--- src/rtl/alu_mul_seq_if.sv ---
// Request/response handshake bundle for alu_mul_seq: operands in, product out.
interface alu_mul_seq_if #(
  parameter int WIDTH = 16
);
  logic             in_valid;
  logic             in_ready;
  logic [WIDTH-1:0] op_a;
  logic [WIDTH-1:0] op_b;
  logic             out_valid;
  logic             out_ready;
  logic [WIDTH-1:0] product;

  modport master (
    output in_valid, op_a, op_b, out_ready,
    input  in_ready, out_valid, product
  );

  modport slave (
    input  in_valid, op_a, op_b, out_ready,
    output in_ready, out_valid, product
  );
endinterface

--- src/rtl/alu_mul_seq.sv ---
// Shift-and-add 16x16 multiplier (low half) that borrows the core ALU for every add and shift.
// Optional early termination on a zero multiplier: define ALU_MUL_EARLY_EXIT_EN.
module alu_mul_seq #(
  parameter int WIDTH = 16
) (
  input  logic             clk,
  input  logic             rst_n,
  alu_mul_seq_if.slave     req,
  output logic             busy,
  output logic [WIDTH-1:0] alu_a,
  output logic [WIDTH-1:0] alu_b,
  output logic [2:0]       alu_ctrl,
  input  logic [WIDTH-1:0] alu_result,
  input  logic             alu_zero,
  input  logic             alu_lt
);

  localparam logic [2:0] CTRL_ADD  = 3'b000;
  localparam logic [2:0] CTRL_SHL  = 3'b010;
  localparam logic [2:0] CTRL_SHR  = 3'b100;
  localparam logic [2:0] CTRL_PASS = 3'b111;

`ifdef ALU_MUL_EARLY_EXIT_EN
  typedef enum logic [2:0] {IDLE, TEST, ADD, SHL, SHR, DONE} state_t;
`else
  typedef enum logic [2:0] {IDLE, ADD, SHL, SHR, DONE} state_t;
`endif

  state_t           state_q, state_d;
  logic [WIDTH-1:0] acc_q, acc_d;
  logic [WIDTH-1:0] mcand_q, mcand_d;
  logic [WIDTH-1:0] mplier_q, mplier_d;
  logic [3:0]       cnt_q, cnt_d;

  logic             out_valid_q, out_valid_d;
  logic [WIDTH-1:0] product_q, product_d;
  logic             busy_q, busy_d;
  logic             in_ready_q, in_ready_d;
  logic [WIDTH-1:0] alu_a_q, alu_a_d;
  logic [WIDTH-1:0] alu_b_q, alu_b_d;
  logic [2:0]       alu_ctrl_q, alu_ctrl_d;

  // The ALU's less-than flag has no role in multiplication.
  logic unused_alu_flags;
  assign unused_alu_flags = alu_lt ^ alu_zero;

  // Next-state and datapath update; every arithmetic result comes back through alu_result.
  always_comb begin
    state_d  = state_q;
    acc_d    = acc_q;
    mcand_d  = mcand_q;
    mplier_d = mplier_q;
    cnt_d    = cnt_q;
    unique case (state_q)
      IDLE: begin
        if (req.in_valid) begin
          acc_d    = '0;
          mcand_d  = req.op_a;
          mplier_d = req.op_b;
          cnt_d    = 4'd0;
`ifdef ALU_MUL_EARLY_EXIT_EN
          state_d  = TEST;
`else
          state_d  = req.op_b[0] ? ADD : SHL;
`endif
        end
      end
`ifdef ALU_MUL_EARLY_EXIT_EN
      TEST: begin
        if (alu_zero) state_d = DONE;
        else          state_d = mplier_q[0] ? ADD : SHL;
      end
`endif
      ADD: begin
        acc_d   = alu_result;
        state_d = SHL;
      end
      SHL: begin
        mcand_d = alu_result;
        state_d = SHR;
      end
      SHR: begin
        mplier_d = alu_result;
        cnt_d    = cnt_q + 4'd1;
`ifdef ALU_MUL_EARLY_EXIT_EN
        state_d  = TEST;
`else
        if (cnt_q == 4'd15) state_d = DONE;
        else                state_d = alu_result[0] ? ADD : SHL;
`endif
      end
      DONE: begin
        if (req.out_ready) state_d = IDLE;
      end
      default: state_d = IDLE;
    endcase
  end

  // Outputs are decoded from the next state so they leave the flops aligned with state_q.
  always_comb begin
    alu_a_d    = '0;
    alu_b_d    = '0;
    alu_ctrl_d = CTRL_PASS;
    unique case (state_d)
`ifdef ALU_MUL_EARLY_EXIT_EN
      TEST: begin
        alu_a_d    = mplier_d;
        alu_ctrl_d = CTRL_PASS;
      end
`endif
      ADD: begin
        alu_a_d    = acc_d;
        alu_b_d    = mcand_d;
        alu_ctrl_d = CTRL_ADD;
      end
      SHL: begin
        alu_a_d    = mcand_d;
        alu_b_d    = WIDTH'(1);
        alu_ctrl_d = CTRL_SHL;
      end
      SHR: begin
        alu_a_d    = mplier_d;
        alu_b_d    = WIDTH'(1);
        alu_ctrl_d = CTRL_SHR;
      end
      default: begin
        alu_a_d    = '0;
        alu_b_d    = '0;
        alu_ctrl_d = CTRL_PASS;
      end
    endcase
    out_valid_d = (state_d == DONE);
    product_d   = (state_d == DONE) ? acc_d : '0;
    busy_d      = (state_d != IDLE);
    in_ready_d  = (state_d == IDLE);
  end

  always_ff @(posedge clk or negedge rst_n) begin
    if (!rst_n) begin
      state_q     <= IDLE;
      acc_q       <= '0;
      mcand_q     <= '0;
      mplier_q    <= '0;
      cnt_q       <= 4'd0;
      out_valid_q <= 1'b0;
      product_q   <= '0;
      busy_q      <= 1'b0;
      in_ready_q  <= 1'b1;
      alu_a_q     <= '0;
      alu_b_q     <= '0;
      alu_ctrl_q  <= CTRL_PASS;
    end else begin
      state_q     <= state_d;
      acc_q       <= acc_d;
      mcand_q     <= mcand_d;
      mplier_q    <= mplier_d;
      cnt_q       <= cnt_d;
      out_valid_q <= out_valid_d;
      product_q   <= product_d;
      busy_q      <= busy_d;
      in_ready_q  <= in_ready_d;
      alu_a_q     <= alu_a_d;
      alu_b_q     <= alu_b_d;
      alu_ctrl_q  <= alu_ctrl_d;
    end
  end

  assign req.out_valid = out_valid_q;
  assign req.product   = product_q;
  assign req.in_ready  = in_ready_q;
  assign busy          = busy_q;
  assign alu_a         = alu_a_q;
  assign alu_b         = alu_b_q;
  assign alu_ctrl      = alu_ctrl_q;

endmodule

--- src/flat_wrapper.sv ---
// flat-port wrapper written by rule: the top's interface ports become plain ports
module alu_mul_seq_flat 
#(
  parameter int WIDTH = 16
)
  (clk, rst_n, busy, alu_a, alu_b, alu_ctrl, alu_result, alu_zero, alu_lt, req_in_valid, req_op_a, req_op_b, req_out_ready, req_in_ready, req_out_valid, req_product);
  alu_mul_seq_if #(.WIDTH(WIDTH)) req_i ();
  input  logic clk;
  input  logic rst_n;
  output logic busy;
  output logic [WIDTH-1:0] alu_a;
  output logic [WIDTH-1:0] alu_b;
  output logic [2:0] alu_ctrl;
  input  logic [WIDTH-1:0] alu_result;
  input  logic alu_zero;
  input  logic alu_lt;
  input wire logic [$bits(req_i.in_valid)-1:0] req_in_valid;
  input wire logic [$bits(req_i.op_a)-1:0] req_op_a;
  input wire logic [$bits(req_i.op_b)-1:0] req_op_b;
  input wire logic [$bits(req_i.out_ready)-1:0] req_out_ready;
  output wire logic [$bits(req_i.in_ready)-1:0] req_in_ready;
  output wire logic [$bits(req_i.out_valid)-1:0] req_out_valid;
  output wire logic [$bits(req_i.product)-1:0] req_product;
  assign req_i.in_valid = req_in_valid;
  assign req_i.op_a = req_op_a;
  assign req_i.op_b = req_op_b;
  assign req_i.out_ready = req_out_ready;
  assign req_in_ready = req_i.in_ready;
  assign req_out_valid = req_i.out_valid;
  assign req_product = req_i.product;
  alu_mul_seq #(.WIDTH(WIDTH)) u_core (.clk(clk), .rst_n(rst_n), .req(req_i), .busy(busy), .alu_a(alu_a), .alu_b(alu_b), .alu_ctrl(alu_ctrl), .alu_result(alu_result), .alu_zero(alu_zero), .alu_lt(alu_lt));
endmodule
--- config.mk ---
export PLATFORM = sky130hd
export DESIGN_NAME = alu_mul_seq_flat
export DESIGN_NICKNAME = d
export VERILOG_FILES = /design/src/rtl/alu_mul_seq_if.sv /design/src/rtl/alu_mul_seq.sv /design/src/flat_wrapper.sv
export SDC_FILE = /design/constraint.sdc
export NUM_CORES = 1
export LEC_CHECK = 0
export BUFFER_PORTS_ARGS = -buffer_cell sky130_fd_sc_hd__buf_2
export CORE_ASPECT_RATIO = 1.2
export CORE_MARGIN = 2
export CORE_UTILIZATION = 45
export CTS_CLUSTER_DIAMETER = 80
export DETAILED_ROUTE_END_ITERATION = 7
export GPL_TIMING_DRIVEN = 0
export PLACE_DENSITY = 0.68
export SYNTH_ARGS = -nofsm -noshare
export SYNTH_HDL_FRONTEND = slang
export SYNTH_SLANG_ARGS = --single-unit
--- constraint.sdc ---
create_clock -name clk -period 2.8 [get_ports clk]
set_clock_uncertainty 0.1 [all_clocks]
set_input_delay 0.42 -clock clk [delete_from_list [all_inputs] [get_ports clk]]
set_output_delay 0.42 -clock clk [all_outputs]
set_load 0.005 [all_outputs]
# After elaboration in Yosys (flattened, before gate mapping)
# Cells that the tools add are included.
# Widths: inputs -> output; s select.
[word_totals]
ff_bits = 109
latchBits = 0
mem_bits_rw = 0
romBits = 0
input_bits = 54
output_inout_bits = 54
elab_cells = 47
mem_count = 0
[classes]
add_sub_neg = 1
mul = 0
n_div = 0
order_cmp = 0
eq_ne = 10
shifts = 0
n_mux = 18
bitwise = 0
n_reduce_logical = 6
[op_table]
columns = ["cell", "count"]
rows = [
  ["$pmux 16 s2", 4],
  ["$mux 16", 4],
  ["$pmux 16 s3", 1],
  ["$pmux 3 s5", 1],
  ["$eq 3x2->1 const B", 4],
  ["$mux 3", 3],
  ["$pmux 3 s3", 1],
  ["$pmux 4 s2", 1],
  ["$eq 3x1->1 const B", 2],
  ["$eq 3x3->1 const B", 2],
  ["$logic_not 3->1", 2],
  ["$add 4x1->4 const B", 1],
  ["$eq 4x4->1 const B", 1],
  ["$mux 2", 2],
  ["$mux 4", 1],
  ["$reduce_bool 3->1", 1],
  ["$ne 2x2->1 const B", 1],
  ["$reduce_and 2->1", 1],
  ["$reduce_bool 2->1", 1],
  ["$reduce_or 2->1", 1],
]

# Longest topological paths before layout
# Gate-level depths: netlist (run 1).
[logic_depth]
ltp_word = 6
ltp_mapped = 8
ltp_nobuf = 6

# Worst setup path after synthesis (run 1)
# No wires, ideal clock.
[synth_timing]
path_kind = "reg-to-reg"
start = "register u_core.cnt_q[0]"
end = "register u_core.alu_a_q[4], in the netlist u_core.alu_a[4]"
setup_time_ns = 0.087
arrival_ns = 1.783
t_required_ns = 2.613
slack_ns = 0.830
path_stages_with_launch = 7
n_path_buf = 1
path_cell_list = "dfrtp_1 ha_1 and3_1 or3_1 a22o_4 buf_6 o221ai_2"
[synth_between]
elab_chain_cells = 5
[synth_lines]
columns = ["element", "line_no", "source"]
rows = [
  ["from (decl)", "alu_mul_seq.sv:33", "logic [3:0] cnt_q, cnt_d;"],
  ["from (signal assigned)", "alu_mul_seq.sv:157", "cnt_q <= cnt_d;"],
  ["$eq 4x4->1 *", "alu_mul_seq.sv:88", "if (cnt_q == 4'd15) state_d = DONE;"],
  ["$mux 3 *", "alu_mul_seq.sv:88", ""],
  ["$pmux 3 s5 *", "alu_mul_seq.sv:54", "unique case (state_q)"],
  ["$eq 3x2->1 or $eq 3x1->1 (tied branches)", "alu_mul_seq.sv:104", "unique case (state_d)"],
  ["$pmux 16 s3 *", "alu_mul_seq.sv:104", ""],
  ["named net u_core.alu_a_d[4]", "alu_mul_seq.sv:39", "logic [WIDTH-1:0] alu_a_q, alu_a_d;"],
  ["to (signal assigned)", "alu_mul_seq.sv:162", "alu_a_q <= alu_a_d;"],
  ["to (decl)", "alu_mul_seq.sv:39", ""],
]
# The timed path passes the listed nets; every way through them passes the cells marked *.
# A chain may end at the register's enable or synchronous reset.

# Worst setup path after layout (run 1)
[layout_timing]
start = "register u_core.cnt_q[0]"
end = "register u_core.product_q[10], in the netlist u_core.req.product[10]"
[layout_between]
elab_chain_cells = 5
[layout_lines]
columns = ["element", "line_no", "source"]
rows = [
  ["$eq 4x4->1", "alu_mul_seq.sv:88", ""],
  ["$mux 3", "alu_mul_seq.sv:88", ""],
  ["$pmux 3 s5", "alu_mul_seq.sv:54", ""],
  ["$eq 3x3->1", "alu_mul_seq.sv:133", "product_d = (state_d == DONE) ? acc_d : '0;"],
  ["$mux 16", "alu_mul_seq.sv:133", ""],
  ["named net u_core.product_d[10]", "alu_mul_seq.sv:36", "logic [WIDTH-1:0] product_q, product_d;"],
  ["to (signal assigned)", "alu_mul_seq.sv:159", "product_q <= product_d;"],
  ["to (decl)", "alu_mul_seq.sv:36", ""],
]
# The timed path passes the listed nets, and every way through them passes these cells.

==> impl_metrics.toml, run 1 <==
[cells_and_area]
layout.nets = 580
mostFrequentLayoutCell = "buf_2"
synthToLayoutAreaGrowth_pct = 22.8
fin_cells = 656
drive_gt1_share_pct = 33.0
final_cell_mix = "buf_2, dfrtp_1, nor2_1, inv_1, o221ai_1"
antenna_cells = 0
fillers = 895

[status]
violations = "negative hold slack"
status = "finished with violations"

[clock_network]
cts_resized = 0
ctsHoldBuffers = 0
path_clk_slew_ns = 0.07
clkLatencyLatePin_ns = 0.34
clockRootBuffer = "clkbuf_16"
cts_buffers = 9
htree_levels = 3
cts_tree = "yes"
postCtsSetupBuffers = 0
clk_path_buf_depth = 2
clkSinkCount = 109

[timing]
hold_violations = 8
finalWorstSetupSlack_ns = 0.316
whs_ns = -0.00276
min_period_over_period_pct = 88.7
rsz0062_at_grt = "false"
worst_pin_slew_ns = 0.850
finalSetupViolCount = 0
maxSlewViolCount = 0
maxSlewHeadroom_pct = 42.9
setup_tns_ns = 0
fin_crit_ns = 2.48
max_freq_mhz = 403

[power_and_ir_drop]
vdd_ir_drop_max_mv = 0.476
cellLeakagePower_nw = 2.95
finalPower_mw = 6.86
power_per_cell_area_nw_per_um2 = 1190

[synthesis]
avgSynthCellArea_um2 = 11.5
syn_area_um2 = 4700
async_flop_share_pct = 100
synthCells = 408
synth-seq-cells = 109
ys.flop_type = "dfrtp_1"
synth_cell_types = 44
ys_seq_area_share_pct = 58.1
syn_nets = 463
ys.warnings.count = 0
synth_edf_count = 0

[setup_path]
worstPathCellList = "ha_1 > and3_1 > a21oi_2 > clkbuf_1 > nor2_1"
cp_max_fo = 10
crit_path_start_kind = "register"
regToRegStartpoint = "u_core.cnt_q[0]"
cp_data_arrival_time_ns = 2.58
max_stage_delay_ns = 0.63
end_kind = "register"
crit_slowest_cell = "a21oi_2"
cp.required_ns = 2.90
startpoint = "u_core.cnt_q[0]"
crit_type = "reg2reg"
crit_family = "compound AO/OA/AOI/OAI gates"
crit_buf_inv = 1

[routing]
drt_iter0_markers = 222
wl_per_cell_um = 20.0
wl_um = 13100
wl_met3_um = 757
drtAntennaViolNets = 0
vias_per_cell = 5.70
top_layer = "met4"
via_count = 3736
dr_wl_met2_um = 6830
route.detailed.drc = 0
m1WireLength_um = 5260
dr.pass1.iters = 5

[job]
drv_cap = 0

[floorplan]
start_util_pct = 46.5
placementRows = 40
die_area_um2 = 11300
io_pins = 108
die_x_um = 97.3
die_y_um = 116
coreArea_um2 = 10100

[placed_design]
gp_congestion = 0.850
place_inst = 640
port_buffers = 105
hpwl_um = 8870
dp_slack_ns = 0.281

[grt]
grt_pass1_wl_um = 20300
grt_max_degree = 63
grt_antenna_before_repair = 0
grtUsageTotal_pct = 23.9
grt_pass1_vias = 3756
grt_overflow = 0

[hold_path]
worstHoldPathType = "in2async"
==> state kept, by name (all words and copies together) (netlist names) <==
name,flops
u_core.cnt_q,4
u_core.mplier_q,16
u_core.alu_ctrl,3
u_core.acc_q,16
u_core.state_q,3
u_core.alu_b,16
u_core.req.product,16
u_core.alu_a,16
u_core.req.in_ready,1
u_core.mcand_q,16
u_core.req.out_valid,1
u_core.busy,1
==> cell usage after synthesis, types with 2 or more instances <==
cell type | number | area share (%)
a21o_1 | 2 | 0.32
a22o_1 | 16 | 3.0
a22oi_1 | 17 | 2.7
and2_1 | 2 | 0.27
and3_1 | 7 | 0.93
and3_4 | 9 | 2.2
buf_2 | 10 | 1.1
buf_4 | 2 | 0.32
buf_6 | 4 | 0.96
clkbuf_1 | 13 | 1.0
dfrtp_1 | 105 | 56
dfstp_2 | 4 | 2.2
inv_1 | 36 | 2.9
nand2_1 | 8 | 0.64
nor2_1 | 51 | 4.1
nor4b_1 | 17 | 3.2
o21ai_0 | 11 | 1.2
o21ai_1 | 9 | 0.96
o21bai_1 | 17 | 2.7
o221ai_1 | 21 | 3.9
o221ai_2 | 11 | 3.5
or2_1 | 9 | 1.2
or2_2 | 6 | 0.80
==> where the power goes <==
part	switching, mW	internal, mW	leakage (nW)
Combinational	1.77	1.20	1.41
Sequential	0.206	2.19	1.37
Clock	0.547	0.948	0.176
==> through the flow <==
stage | instance area [um^2] | hold slack, ns | util (%)
after global routing | 5770 | 0.0384 | 57.1
final | 5770 | -0.00276 | 57.1
after detailed placement | 5410 | 0.378 | 53.6
after global placement | 5380 | 0.370 | 53.3
after CTS | 5770 | 0.0201 | 57.1
after floorplan | 4700 | 0.0244 | -
==> routing by layer <==
| metal | GRT usage [%] | vias to the layer above |
|---|---|---|
| met1 | 30.5 | 1881 |
| met5 | 0 | - |
| met4 | 8.80 | 0 |
| met2 | 41.0 | 139 |
| met3 | 4.64 | 22 |
| li1 | - | 1694 |
==> logic make-up (layout without fill, tap and decap cells) <==
logic type,Yosys count,count (layout),synth area share (%)
buffers and inverters,66,188,6.33
adders and majority gates,1,1,0.266
and+or+nand+nor,120,120,15.4
DFF,109,109,58.1
AOI/OAI and AO/OA,112,112,19.9
==> final timing paths <==
check,end,slack (ns),depth (start not counted)
max in group asynchronous,u_core.alu_ctrl[1],1.85,2
min,u_core.alu_a[7],-0.003,1
min reg2reg,u_core.cnt_q[3],0.39,1
max,u_core.req.product[10],0.32,5
min in group clk,u_core.acc_q[3],0.31,3
max reg2reg,u_core.req.product[10],0.32,5
==> area by class of cell <==
class	count	area [um^2]	area share (%)
Buffer	30	163	2.82
Clock buffer	13	270	4.68
Clock inverter	3	90.1	1.56
Inverter	36	135	2.34
Multi-Input combinational cell	233	1670	28.9
Sequential cell	109	2730	47.3
Tap cell	126	158	2.73
Timing Repair Buffer	106	556	9.62
Note: power is estimated with default switching activity, not from simulation.
==> inputs of run 2 (changes only) <==
--- a/config.mk
+++ b/config.mk
@@ -5,10 +5,12 @@
 export SDC_FILE = /design/constraint.sdc
 export NUM_CORES = 1
 export LEC_CHECK = 0
+export ABC_AREA = 1
 export BUFFER_PORTS_ARGS = -buffer_cell sky130_fd_sc_hd__buf_2
 export CORE_ASPECT_RATIO = 1.2
 export CORE_MARGIN = 2
 export CORE_UTILIZATION = 45
+export CTS_BUF_LIST = sky130_fd_sc_hd__clkbuf_16
 export CTS_CLUSTER_DIAMETER = 80
 export DETAILED_ROUTE_END_ITERATION = 7
 export GPL_TIMING_DRIVEN = 0
==> impl_metrics.toml, run 2 <==
[floorplan]
die_area_um2 = 11500
die_y_um = 117
placementRows = 41
die_x_um = 98.1
io_pins = 108
start_util_pct = 45.7
coreArea_um2 = 10500

[job]
drv_cap = 0

[routing]
via_count = 4146
drtAntennaViolNets = 0
wl_met3_um = 719
drt_iter0_markers = 276
dr.pass1.iters = 5
wl_per_cell_um = 15.9
route.detailed.drc = 0
wl_um = 12900
m1WireLength_um = 5670
top_layer = "met4"
dr_wl_met2_um = 6170
vias_per_cell = 5.13

[cells_and_area]
final_cell_mix = "nand2_1, buf_2, dfrtp_1, inv_1, nand3_1"
antenna_cells = 0
multi_input_area_um2 = 1680
layout.nets = 729
mostFrequentLayoutCell = "nand2_1"
drive_gt1_share_pct = 23.3
fin_cells = 808
fillers = 984
synthToLayoutAreaGrowth_pct = 20.9
seqCellArea_um2 = 2730

[setup_path]
crit_type = "reg2reg"
crit_path_start_kind = "register"
regToRegStartpoint = "u_core.state_q[2]"
cp.required_ns = 2.98
startpoint = "u_core.state_q[2]"
cp_data_arrival_time_ns = 2.32
end_kind = "register"
cp_max_fo = 10
r2r_cells = 7

[timing]
setup_tns_ns = 0
max_freq_mhz = 467
worst_pin_slew_ns = 0.719
min_period_over_period_pct = 76.5
maxSlewViolCount = 0
finalWorstSetupSlack_ns = 0.658
maxSlewHeadroom_pct = 52.1
fin_crit_ns = 2.14
rsz0062_at_grt = "false"
finalSetupViolCount = 0
hold_violations = 0

[synthesis]
synthCells = 557
synth_cell_types = 36
synth_edf_count = 0
synth-seq-cells = 109
avgSynthCellArea_um2 = 8.59
netlist_top_cells_area = "dfrtp_1, nand2_1, nand3_1"
yosys.area.top_type_share_pct = 54.9
synth_common_cells = "nand2_1, dfrtp_1, inv_1"
yosysMostFrequentCell = "nand2_1"
async_flop_share_pct = 100
ys.warnings.count = 0
yosys.area.top_type = "dfrtp_1"
syn_area_um2 = 4790
ys.flop_type = "dfrtp_1"
syn_nets = 612
ys_seq_area_share_pct = 57.1

[clock_network]
postCtsSetupBuffers = 0
cts_resized = 0
cts_tree = "yes"
cts_buffers = 9
clkSinkCount = 109
path_clk_slew_ns = 0.07
clkLatencyLatePin_ns = 0.34
clockRootBuffer = "clkbuf_16"
ctsHoldBuffers = 0
clk_path_buf_depth = 2
htree_levels = 3

[placed_design]
hpwl_um = 9440
gp_congestion = 0.833
port_buffers = 105
place_inst = 792
dp_slack_ns = 0.660

[grt]
grt_max_degree = 57
grt_antenna_before_repair = 0
grtUsageTotal_pct = 22.9
grt_pass1_wl_um = 20400
grt_overflow = 0
grt_pass1_vias = 3962

[hold_path]
worstHoldPathType = "in2async"

[power_and_ir_drop]
swShare_pct = 40.8
seqPwrFrac_pct = 38.1
power_frac_comb_pct = 42.7
cellLeakagePower_nw = 3.20
power.internal_mw = 3.78
power_per_cell_area_nw_per_um2 = 1100
clkPwrFrac_pct = 19.2
p_sw_mw = 2.60
vdd_ir_drop_max_mv = 0.409

[status]
status = "completed"
==> run 2: stage by stage <==
step / area (um^2) / hold WS (ns) / util, % / total power, mW
6_report: 5790 / 0.0261 / 55.3 / 6.38
3_5_place_dp: 5500 / 0.387 / 52.6 / 5.15
2_1_floorplan: 4790 / 0.0244 / - / 4.21
4_1_cts: 5790 / 0.0490 / 55.3 / 6.39
5_1_grt: 5790 / 0.0846 / 55.3 / 6.83
3_3_place_gp: 5470 / 0.382 / 52.3 / 5.06
==> run 2: logic make-up after synthesis <==
group	synth area share, %
DFF	57.1
buffers and inverters	7.79
and+or+nand+nor	27.3
xor gates and xnor gates	0.366
AOI/OAI and AO/OA	7.19
adders and majority gates	0.261
==> run 2: cell type report <==
cell class | instances | share of cell area [%]
plain buffers | 25 | 2.29
clock buffers | 9 | 3.89
clock inverters | 7 | 0.995
inverters | 64 | 4.15
multi-input cells | 359 | 29.0
flip-flops and latches | 109 | 47.2
well taps | 129 | 2.79
repair buffers | 106 | 9.60
==> run 2: power by group through the flow <==
stage	clock [mW]	sequential (mW)	combinational (mW)
detailed placement	0	2.45	2.69
finish	1.23	2.43	2.72
global placement	0	2.43	2.64
floorplan	0	2.44	1.78
global route	1.31	2.49	3.03
CTS	1.25	2.43	2.71
==> run 2: metal layers <==
layer / global-route usage [%] / vias to the layer above
met5: 0 / -
met4: 8.68 / 0
met3: 3.21 / 22
met2: 37.3 / 152
met1: 31.6 / 1965
li1: - / 2007
==> run 2: path summary, 6_finish.rpt <==
check                                         to  slack (ns)
min                              u_core.acc_q[2]        0.03
max in group asynchronous    u_core.req.in_ready        1.83
min in group clk               u_core.mcand_q[5]        0.25
max reg2reg                u_core.req.product[8]        0.66
min reg2reg                   u_core.mcand_q[14]        0.41
max                        u_core.req.product[8]        0.66
==> run 2: critical path: stages, from the launching register on <==
cell and delay (ns):
dfrtp_1 0.50, inv_2 0.10, buf_4 0.20, nand3_4 0.14, o21ai_2 0.49, buf_2 0.39, nand2_1 0.09, inv_1 0.08
==> inputs of run 3 (changes only) <==
--- a/config.mk
+++ b/config.mk
@@ -14,7 +14,7 @@
 export CTS_CLUSTER_DIAMETER = 80
 export DETAILED_ROUTE_END_ITERATION = 7
 export GPL_TIMING_DRIVEN = 0
-export PLACE_DENSITY = 0.68
+export PLACE_DENSITY = 0.71
 export SYNTH_ARGS = -nofsm -noshare
 export SYNTH_HDL_FRONTEND = slang
 export SYNTH_SLANG_ARGS = --single-unit
==> constraint.sdc (replaced) <==
create_clock -name clk -period 1.8 [get_ports clk]
set_clock_uncertainty 0.1 [all_clocks]
set_input_delay 0.27 -clock clk [delete_from_list [all_inputs] [get_ports clk]]
set_output_delay 0.27 -clock clk [all_outputs]
set_load 0.005 [all_outputs]
==> impl_metrics.toml, run 3 (synthesis gave the netlist of run 2 again) <==
[setup_path]
crit_family = "simple AND/OR/NAND/NOR gates"
worst_r2r_endpoint = "u_core.alu_a[13]"
rrSetupSlack_ns = 0.06
crit_type = "reg2reg"
r2r_cells = 8
cp_data_arrival_time_ns = 1.86
cp_max_fo = 10
worstPathCellList = "buf_4 > nor2_2 > a21oi_2 > nor2_4 > nor2_8 > buf_6 > nand2_1 > nand3_1"
cp.required_ns = 1.93
max_stage_delay_ns = 0.47
regToRegStartpoint = "u_core.state_q[1]"
crit_slowest_cell = "dfrtp_2"
crit_buf_inv = 2
crit_path_start_kind = "register"
end_kind = "register"

[cells_and_area]
post-route-util_pct = 57.4
fillers = 963
layout.nets = 743
finalInstanceArea_um2 = 6010
drive_gt1_share_pct = 27.0
synthToLayoutAreaGrowth_pct = 25.5
final_cell_mix = "nand2_1, buf_2, dfrtp_1, inv_1, nand3_1"
antenna_cells = 0
seqCellArea_um2 = 2740
multi_input_area_um2 = 1740
mostFrequentLayoutCell = "nand2_1"

[routing]
via_count = 4263
dr.pass1.iters = 6
drt_iter0_markers = 290
wl_per_cell_um = 16.2
drtAntennaViolNets = 0
wl_um = 13300
vias_per_cell = 5.19
route.detailed.drc = 0

[timing]
whs_ns = 0.0802
maxSlewHeadroom_pct = 57.1
hold_violations = 0
worst_pin_slew_ns = 0.644
min_period_over_period_pct = 96.5
max_freq_mhz = 576
maxSlewViolCount = 0
fin_crit_ns = 1.74
finalSetupViolCount = 0
finalWorstSetupSlack_ns = 0.0629
rsz0062_at_grt = "true"

[clock_network]
cts_buffers = 9
htree_levels = 3
clkLatencyLatePin_ns = 0.35
cts_tree = "yes"
path_clk_slew_ns = 0.07
clockRootBuffer = "clkbuf_16"
clk_path_buf_depth = 2
clkSinkCount = 109

[hold_path]
holdPathStages = 3
hp-start = "req_op_a[4]"
worstHoldPathType = "in2reg"
hold_path_end = "u_core.mcand_q[4]"

[job]
drv_cap = 0

[power_and_ir_drop]
power_per_cell_area_nw_per_um2 = 1730
cellLeakagePower_nw = 3.29
vdd_ir_drop_max_mv = 0.593
finalPower_mw = 10.4

[placed_design]
gp_congestion = 0.851
port_buffers = 105
hpwl_um = 9370
dp_slack_ns = -0.353
placed_area_um2 = 5500

[grt]
grt_max_degree = 61
grt_antenna_before_repair = 0
grt_overflow = 0
grt_pass1_vias = 4070
grt_pass1_wl_um = 21100
grtUsageTotal_pct = 23.5

[floorplan]
die_area_um2 = 11500
die_x_um = 98.1
start_util_pct = 45.7
placementRows = 41
coreArea_um2 = 10500
io_pins = 108
die_y_um = 117

[status]
status = "completed"
## run 3: cell types whose count changed in the layout (fill, tap and decap cells not counted), moves of 3 or more
cell,delta
buf_4,+15
buf_2,-7
clkbuf_1,-4
buf_6,+3
clkbuf_2,+3
inv_1,-3
## run 3: layout make-up
cell class,count,area share [%]
tap,129,2.69
multi-input combinational,359,28.9
inverter,64,4.04
sequential,109,45.5
clock inverter,7,1.08
buffer,24,2.81
clock buffer,9,3.75
timing repair buffer,121,11.2
## run 3: timing repair
action                     in CTS  in global routing
setup buffers                   9                  5
pin swaps                       5                  5
setup endpoints to repair      75                 62
hold endpoints to repair       45                  0
gates resized for setup        17                 19
hold buffers                    1                  0
## run 3: worst register-to-register path, cell delays in order (launching register included)
cell and delay [ns]:
dfrtp_2 0.47, buf_4 0.22, nor2_2 0.13, a21oi_2 0.08, nor2_4 0.20, nor2_8 0.06, buf_6 0.15, nand2_1 0.11
nand3_1 0.10
## run 3: how the worst max path moves through the flow
stage	start	to	slack, ns	cells past startpoint
after floorplan	u_core.cnt_q[0]	u_core.alu_a[2]	0.20	9
after global placement	rst_n	u_core.req.product[10]	-0.80	1
after detailed placement	u_core.state_q[2]	u_core.req.product[6]	-0.35	7
after CTS	u_core.state_q[0]	u_core.alu_b[14]	0.01	8
after global routing	u_core.state_q[0]	u_core.alu_b[5]	0.002	7
final	u_core.state_q[1]	u_core.alu_a[13]	0.06	8
## run 3: per-layer routing
| metal | share of wire, % | track usage, % |
|---|---|---|
| met3 | 6.4 | 4.39 |
| met2 | 48 | 37.9 |
| met1 | 43 | 31.9 |
| met4 | 2.5 | 9.68 |
| met5 | 0 | 0 |
## run 3: where the power goes
| part | internal (mW) | switching, mW | total, mW | leakage [nW] |
|---|---|---|---|---|
| Sequential | 3.40 | 0.385 | 3.78 | 1.39 |
| Combinational | 1.71 | 2.96 | 4.68 | 1.76 |
| Clock | 1.07 | 0.883 | 1.96 | 0.145 |
| Total | 6.19 | 4.23 | 10.4 | 3.29 |
## run 3: stage by stage
stage               setup TNS [ns]  instances
floorplan                        0        557
global placement            -90.66        791
detailed placement           -9.52        792
CTS                              0        818
global route                     0        822
finish                           0        822
